File: src/rtl/ppg_pkg.sv
// Shared definitions for the burst pulse generator: state encoding and
// default widths used by the sequencer and the per-channel slices.
package ppg_pkg;

  localparam int PPG_WIDTH_DEF = 16;
  localparam int PPG_NCH_DEF   = 4;
  localparam int PPG_RPT_W_DEF = 8;

  typedef enum logic {
    PPG_IDLE = 1'b0,
    PPG_RUN  = 1'b1
  } ppg_state_e;

endpackage

File: src/rtl/ppg_chan.sv
// One output channel: compares the in-frame offset against this channel's
// lead/hold window and registers the polarity-adjusted result.
module ppg_chan
  import ppg_pkg::*;
#(
  parameter int WIDTH = PPG_WIDTH_DEF
) (
  input  logic             clk,
  input  logic             rstn,
  input  logic [WIDTH-1:0] off,
  input  logic             run,
  input  logic [WIDTH-1:0] lead,
  input  logic [WIDTH-1:0] hold,
  input  logic             pol,
  output logic             q
);

  logic [WIDTH:0] stop;
  logic           act;

  // NOTE: the window end is formed one bit wider so lead+hold never wraps
  // back into the frame and creates a spurious early pulse.
  assign stop = {1'b0, lead} + {1'b0, hold};
  assign act  = run && (lead <= off) && ({1'b0, off} < stop);

  // Output register: idle level XOR window hit, cleared to 0 by reset.
  // NOTE: sequential state uses non-blocking assignments so every register
  // samples pre-edge values, independent of block ordering.
  always_ff @(posedge clk or negedge rstn) begin
    if (!rstn) q <= 1'b0;
    else       q <= pol ^ act;
  end

endmodule

File: src/rtl/ppg_burst.sv
// Multi-channel burst pulse generator. A trigger latches the timing
// configuration and runs n_rpt+1 frames of t_period cycles; each channel
// pulses once per frame inside its own lead/hold window.
module ppg_burst
  import ppg_pkg::*;
#(
  parameter int WIDTH = PPG_WIDTH_DEF,
  parameter int NCH   = PPG_NCH_DEF,
  parameter int RPT_W = PPG_RPT_W_DEF
) (
  input  logic                 clk,
  input  logic                 rstn,
  input  logic                 trig,
  input  logic                 abort,
  input  logic                 retrig_en,
  input  logic [WIDTH-1:0]     t_period,
  input  logic [RPT_W-1:0]     n_rpt,
  input  logic [NCH*WIDTH-1:0] t_lead,
  input  logic [NCH*WIDTH-1:0] t_hold,
  input  logic [NCH-1:0]       pol,
  output logic [NCH-1:0]       q,
  output logic                 busy,
  output logic                 done,
  output logic                 overrun
);

  ppg_state_e           state;
  logic [WIDTH-1:0]     off;
  logic [RPT_W-1:0]     frm;
  logic [WIDTH-1:0]     per_l;
  logic [RPT_W-1:0]     rpt_l;
  logic [NCH*WIDTH-1:0] lead_l;
  logic [NCH*WIDTH-1:0] hold_l;
  logic [NCH-1:0]       pol_l;

  logic                 launch;
  logic                 last_off;
  logic [WIDTH-1:0]     per_in;
  logic                 chan_run;
  logic [NCH-1:0]       chan_pol;

  assign busy     = (state == PPG_RUN);
  // Abort has priority; otherwise trig starts from IDLE, or restarts when
  // retriggering is enabled.
  assign launch   = trig && !abort && ((state == PPG_IDLE) || retrig_en);
  assign last_off = (off == per_l - WIDTH'(1));
  assign per_in   = (t_period == '0) ? WIDTH'(1) : t_period;

  // Channels see the frozen polarity only while running; when idle (or on
  // the abort edge) they follow the live pol input so the idle level tracks
  // software configuration without waiting for a launch.
  assign chan_run = (state == PPG_RUN) && !abort;
  assign chan_pol = chan_run ? pol_l : pol;

  // Sequencer: state, frame offset/count, configuration latches, pulses.
  always_ff @(posedge clk or negedge rstn) begin
    if (!rstn) begin
      state   <= PPG_IDLE;
      off     <= '0;
      frm     <= '0;
      per_l   <= '0;
      rpt_l   <= '0;
      lead_l  <= '0;
      hold_l  <= '0;
      pol_l   <= '0;
      done    <= 1'b0;
      overrun <= 1'b0;
    end else begin
      done    <= 1'b0;
      overrun <= 1'b0;
      if (abort) begin
        state <= PPG_IDLE;
        off   <= '0;
        frm   <= '0;
      end else if (launch) begin
        state  <= PPG_RUN;
        off    <= '0;
        frm    <= '0;
        per_l  <= per_in;
        rpt_l  <= n_rpt;
        lead_l <= t_lead;
        hold_l <= t_hold;
        pol_l  <= pol;
      end else if (state == PPG_RUN) begin
        if (trig) overrun <= 1'b1;
        if (last_off) begin
          off <= '0;
          if (frm == rpt_l) begin
            state <= PPG_IDLE;
            frm   <= '0;
            done  <= 1'b1;
          end else begin
            frm <= frm + RPT_W'(1);
          end
        end else begin
          off <= off + WIDTH'(1);
        end
      end
    end
  end

  for (genvar i = 0; i < NCH; i++) begin : g_chan
    ppg_chan #(.WIDTH(WIDTH)) u_chan (
      .clk  (clk),
      .rstn (rstn),
      .off  (off),
      .run  (chan_run),
      .lead (lead_l[i*WIDTH +: WIDTH]),
      .hold (hold_l[i*WIDTH +: WIDTH]),
      .pol  (chan_pol[i]),
      .q    (q[i])
    );
  end

endmodule

File: config.mk
export PLATFORM = sky130hd
export DESIGN_NAME = ppg_burst
export DESIGN_NICKNAME = d
export VERILOG_FILES = /design/src/rtl/ppg_pkg.sv /design/src/rtl/ppg_chan.sv /design/src/rtl/ppg_burst.sv
export SDC_FILE = /design/constraint.sdc
export NUM_CORES = 1
export LEC_CHECK = 0
export BUFFER_PORTS_ARGS = -buffer_cell sky130_fd_sc_hd__buf_2
export CORE_UTILIZATION = 60
export CTS_CLUSTER_SIZE = 12
export DETAILED_ROUTE_END_ITERATION = 6
export GPL_ROUTABILITY_DRIVEN = 0
export PLACE_DENSITY = 0.82
export RECOVER_POWER = 100
export SLEW_MARGIN = 20
export SYNTH_ARGS = -nofsm -noshare
export SYNTH_HDL_FRONTEND = slang
export SYNTH_HIERARCHICAL = 1
export SYNTH_SLANG_ARGS = --single-unit
File: constraint.sdc
create_clock -name clk -period 6.6 [get_ports clk]
set_input_delay 0.33 -clock clk [delete_from_list [all_inputs] [get_ports clk]]
set_output_delay 0.33 -clock clk [all_outputs]
set_load 0.02 [all_outputs]
==> metrics.cfg, run 1 <==
[status]
outcome = finished with violations
violations = hold timing, capacitance limit, slew limit

[cts]
hold_buffers = 0
cts_resized = 0
cts-root-buf = clkbuf_16
cts_tree = yes
clock_latency_ns = 0.44
h-tree-depth = 4
numCtsBuffers = 17
cts_max_path_buffers = 2
post_cts_buffers = 0
cts_sinks = 187
path_clk_slew_ns = 0.07

[timing]
hold_ws_ns = -0.01055
final-setup-viol-count = 0
tightest_slew_ns = 4.328
tns_ns = 0
skew_ns = 0.008151
slew_headroom_pct = -188.5
post-route-period-util_pct = 71.78
max_freq_ghz = 0.2111
rsz0062_at_grt = false
hold_violations = 20
finalCriticalPeriod_ns = 4.737
slew_viol_final = 180

[pwr]
p_sw_uw = 1683
leakagePower_uw = 0.007127
internal-power_uw = 2924
power_frac_seq_pct = 32.7
clkPwrFrac_pct = 24.9
p_comb_share_pct = 42.4
ir_drop_mv = 0.1636
switching_share_pct = 36.52
power_density_nw_per_um2 = 298.3

[global_route]
grt-ovfl-total = 0
antenna_found_initial = 4
grt_max_degree = 107
track_usage_pct = 28.90
grt_pass1_wl_mm = 54.03
grt_pass1_vias = 11050

[synth]
syn_nets = 1680
synth_cell_types = 72
synthCells = 1324
synthArstFlopShare_pct = 100.0
netlist.area_leader.share_pct = 34.15
synth_edf_count = 0
yosysTopAreaCell = dfrtp_1
syn_area_per_cell_um2 = 10.35
ys.warnings.count = 6
synth_most_common_cell = ha_1
yosys-top-cells-area = dfrtp_1 34%, ha_1 17%, mux2_2 13%
ys_seq_elements = 187
synthFlopType = dfrtp_1
synth_area_um2 = 13700
ys_seq_area_share_pct = 34.15
synth_common_cells = 191 x ha_1, 187 x dfrtp_1, 158 x mux2_2

[floorplan]
die_h_um = 153.1
initial_utilization_pct = 62.02
dieWidth_um = 153.1
coreArea_um2 = 22090
dieArea_um2 = 23440
row_count = 54
io_pins = 168

[detailed_routing]
drcViolationCount = 0
routed_wl_mm = 33.20
dr.pass1.iters = 5
avgRoutedWirePerCell_um = 18.61
dr.first_iter.drc_count = 699
vias_per_cell = 6.168
num_vias = 11000
antenna_left = 0

[cells_and_area]
layout-drive-gt1-share_pct = 24.75
fin_area_um2 = 15440
fill_cells = 1665
nets = 1842
area_delta_synth_final_pct = 12.70

[critical_path]
critical_path.max_fanout = 80
rr_endpoint = frm[1]
r2r-start = busy
rr_worst_depth = 4
worst_setup_path_start_kind = register
worst-endpoint-required_ns = 6.84
worstPathArrival_ns = 4.98
r2r_slack_ns = 1.86
path_class = reg -> reg
end_kind = register

[placement]
dpl.hpwl_mm = 23.93
io_buffers = 167
placed_area_um2 = 14820

[worst_hold_path]
hold_class = in -> async

[job]
maxCapViolations = 3

[routing by layer]
layer  track usage, %  share of wire (%)  routed length, um
met5                0                  0                  0
met4            11.45                3.2               1074
met3            4.990                5.1               1701
met2            49.82                 49              16160
met1            35.98                 43              14260
[metrics by stage]
step	cells	utilization, %	power (uW)	worst slack [ns]	hold slack [ns]
4_1_cts	1779	70.08	4606	2.745	0.02427
6_report	1784	69.89	4607	1.863	-0.01055
5_1_grt	1783	69.88	4913	1.442	0.05579
3_3_place_gp	1747	67.09	3328	2.908	0.4834
2_1_floorplan	1324	-	2947	3.231	0.03441
3_5_place_dp	1747	67.09	3419	2.862	0.4959
[critical path, cell delays in order, from the launching register on]
cell and delay, ns:
dfrtp_1 0.48, a21oi_1 0.24, clkbuf_1 3.05, or4b_1 0.63, o22ai_1 0.15
[worst max path at each step]
stage	startpoint	end
after floorplan	lead_l[0]	g_chan[0].u_chan/q
after global placement	lead_l[0]	g_chan[0].u_chan/q
after detailed placement	lead_l[16]	g_chan[1].u_chan/q
after CTS	lead_l[0]	g_chan[0].u_chan/q
after global routing	busy	frm[0]
final	busy	frm[1]
[registers in the layout, summed over array words and instances, names as in the netlist]
signal and flops:
pol_l 4, rpt_l 8, overrun 1, frm 8, off 16, g_chan.u_chan/q 4
lead_l 64, hold_l 64, busy 1, per_l 16, done 1
[cell families (layout without fill, tap and decap cells)]
| logic type | Yosys count | count (layout) | share of synthesized area [%] |
|---|---|---|---|
| simple gates | 292 | 292 | 11.41 |
| compound gates | 284 | 284 | 14.25 |
| fa+ha+maj | 195 | 195 | 18.03 |
| flops | 187 | 187 | 34.15 |
| mux | 159 | 159 | 13.06 |
| buf+inv | 115 | 290 | 3.223 |
| xor+xnor | 92 | 92 | 5.881 |
| other cells | 0 | 5 | 0 |
[area by class of cell]
cell class                 count  area [um2]  area share, %
multi-input combinational   1022        8552          55.38
sequential                   187        4679          30.30
timing repair buffer         171       862.1          5.583
clock buffer                  21       480.5          3.111
tap                          280       350.3          2.269
inverter                      87       326.6          2.115
clock inverter                11       178.9          1.159
antenna                        5       12.51        0.08102
[power by group through the flow]
stage	clock, uW	sequential [uW]	combinational (uW)
after floorplan	0	1460	1490
after detailed placement	0	1530	1890
after global placement	0	1520	1810
after CTS	1170	1510	1930
after global routing	1210	1530	2170
final	1150	1510	1950
[placed cells by master (no fill, tap or decap), types with 5 or more instances in the layout]
master	netlist	layout
ha_1	191	191
mux2_2	158	158
nand2_1	43	43
xor2_1	54	54
nand3_1	32	32
a31oi_1	8	8
clkbuf_16	0	17
o211ai_1	8	8
o22ai_1	5	8
o21a_1	8	8
inv_1	86	86
buf_2	2	159
nor3_1	22	22
o21bai_1	10	10
a21o_1	44	44
nand4b_1	7	7
nand2b_1	17	17
clkbuf_8	0	5
clkbuf_1	25	9
and3_1	16	16
dfrtp_1	187	187
a211o_1	12	12
and4_1	5	5
nor2b_1	13	13
nand4_1	36	36
o21ai_1	11	9
o21ai_0	40	42
o31ai_1	8	8
a21oi_1	73	73
nor4_1	10	11
nor2_1	67	67
o41ai_2	6	6
diode_2	0	5
a211oi_1	10	10
xnor2_1	38	38
Note: power is estimated with default switching activity, not from simulation.
==> run 2: changes to the inputs <==
Settings changed: CORE_UTILIZATION 60 to 54, PLACE_DENSITY 0.82 to 0.78.
Clock period 6.6 ns to 4 ns, I/O delays scaled along.
==> run 2 against run 1 <==
Against the previous run:
- the run ends with capacitance limit, slew limit left
- global-route usage shrank 0.72 points
- total power increased by 61%
- wire length is 6.0% higher
- final cell count up 10%
- sequential power grew 64%
- clock skew fell by 0.0017 ns
- via count is 4.3% higher
- combinational power grew 69%
- sequential cell count unchanged
- worst setup slack lost 1.6 ns
- largest power group unchanged
==> metrics.cfg, run 2 (same netlist as run 1, synthesis figures left out) <==
[pwr]
power_frac_seq_pct = 33.3
internal-power_uw = 4589
p_sw_uw = 2846
leakagePower_uw = 0.007685
clkPwrFrac_pct = 22.3
ir_drop_mv = 0.2346
power_density_nw_per_um2 = 443.4
switching_share_pct = 38.28
p_comb_share_pct = 44.4

[critical_path]
crit_buf_inv = 0
worst_setup_path_start_kind = register
worst-endpoint-required_ns = 4.32
r2r-start = lead_l[0]
path_cells = ha_1 -> fa_1 -> a211oi_2 -> o21ai_0 -> nand4_1 -> nand2_1 -> a31oi_2 -> xor2_1 -> ha_1 -> a2111oi_2 -> o21ai_1 -> a211oi_1 -> and3_1 -> or4b_4 -> o211ai_2
critical_path.max_fanout = 3
path_delay_family = compound AO/OA/AOI/OAI gates
crit_top_cell = ha_1
worstPathArrival_ns = 4.03
startpoint = lead_l[0]
end_kind = register
crit_slowest_cell = fa_1
path_class = reg -> reg
rr_worst_depth = 15
path_depth = 15
max_stage_delay_ns = 0.44

[floorplan]
coreArea_um2 = 24600
initial_utilization_pct = 55.69
dieWidth_um = 161.3
io_pins = 168
die_h_um = 161.3
dieArea_um2 = 26010
row_count = 57

[cts]
post_cts_buffers = 0
cts_tree = yes
cts-root-buf = clkbuf_16
path_clk_slew_ns = 0.07
clock_latency_ns = 0.44
h-tree-depth = 4
numCtsBuffers = 17
cts_max_path_buffers = 2
cts_sinks = 187

[timing]
post-route-period-util_pct = 92.81
finalCriticalPeriod_ns = 3.712
slew_headroom_pct = -58.91
skew_ns = 0.006433
tightest_slew_ns = 2.384
max_freq_ghz = 0.2694
final-setup-viol-count = 0
tns_ns = 0
slew_viol_final = 198
hold_violations = 0

[job]
maxCapViolations = 3

[cells_and_area]
fill_cells = 1851
reg_top3 = hold_l (64), lead_l (64)
final-seq-area_um2 = 4679
multi_input_area_um2 = 8589
fin_area_um2 = 16770
finalNonFillerCells = 1967
final_common_cell = ha_1
layout_common_cells = 191 x ha_1, 187 x dfrtp_1, 158 x buf_2
layout-drive-gt1-share_pct = 23.67
fin_util_pct = 68.16
nets = 1982
area_delta_synth_final_pct = 22.40

[worst_hold_path]
hold_class = in -> reg
worstHoldStart = t_hold[26]
min_path_cells = 2

[detailed_routing]
antenna_left = 0
vias_per_cell = 5.832
drcViolationCount = 0
dr.pass1.iters = 5
routed_wl_mm = 35.18
dr.first_iter.drc_count = 745
avgRoutedWirePerCell_um = 17.89
num_vias = 11470

[placement]
placed_area_um2 = 14980
io_buffers = 167
dpl.hpwl_mm = 24.43
place_inst = 1805

[status]
violations = capacitance limit, slew limit
outcome = finished with violations

[global_route]
grt_max_degree = 89
track_usage_pct = 28.17
grt-ovfl-total = 0
grt_pass1_vias = 11770
grt_pass1_wl_mm = 58.21
antenna_found_initial = 4

run 2: final timing paths:
kind	end	slack, ns
setup / recovery	g_chan[0].u_chan/q	0.29
hold / removal	hold_l[26]	0.002
setup reg to reg	g_chan[0].u_chan/q	0.29
hold reg to reg	pol_l[2]	0.51
max in group asynchronous	hold_l[51]	1.14
min in group asynchronous	rpt_l[2]	0.97
run 2: worst register-to-register path: cells and delay by family, from the launching register on:
family | cells | cell delay [ns]
AO/OA/AOI/OAI | 7 | 1.37
adder cells (fa/ha/maj) | 3 | 0.96
AND/OR/NAND/NOR | 4 | 0.65
flip-flops | 1 | 0.40
XOR/XNOR | 1 | 0.17
run 2: repair_timing:
item	CTS	global route
endpoints found under the setup margin	0	2
endpoints found under the hold margin	210	0
resized for setup	0	6
hold buffers	126	0
run 2: power by group through the flow:
stage | logic [uW] | registers, uW | clock network (uW)
floorplan | 2450 | 2410 | 0
global placement | 3000 | 2500 | 0
detailed placement | 3120 | 2510 | 0
CTS | 3260 | 2470 | 1690
global route | 3700 | 2520 | 1750
finish | 3300 | 2480 | 1660
run 2: area by class of cell:
cell class	instances	area share, %
Timing Repair Buffer	311	13.12
Multi-Input combinational cell	1022	51.22
Clock inverter	15	0.8057
Sequential cell	187	27.90
Antenna cell	4	0.05968
Tap cell	324	2.417
Inverter	87	1.947
Clock buffer	17	2.537
run 2: per-layer routing:
layer	vias up	routed length, um	global-route usage, %
met5	-	0	0
met1	5524	15220	34.90
met3	83	1612	4.160
li1	5511	-	-
met2	354	17190	48.88
met4	0	1156	11.96
run 2: metrics by stage:
step	total power, uW	worst slack, ns	hold slack (ns)
CTS	7417	0.1568	0.0003608
detailed placement	5625	0.2229	0.3292
floorplan	4862	0.6308	-0.09559
global route	7975	-0.004703	0.0007603
finish	7436	0.2876	0.001883
global placement	5498	0.3051	0.3394
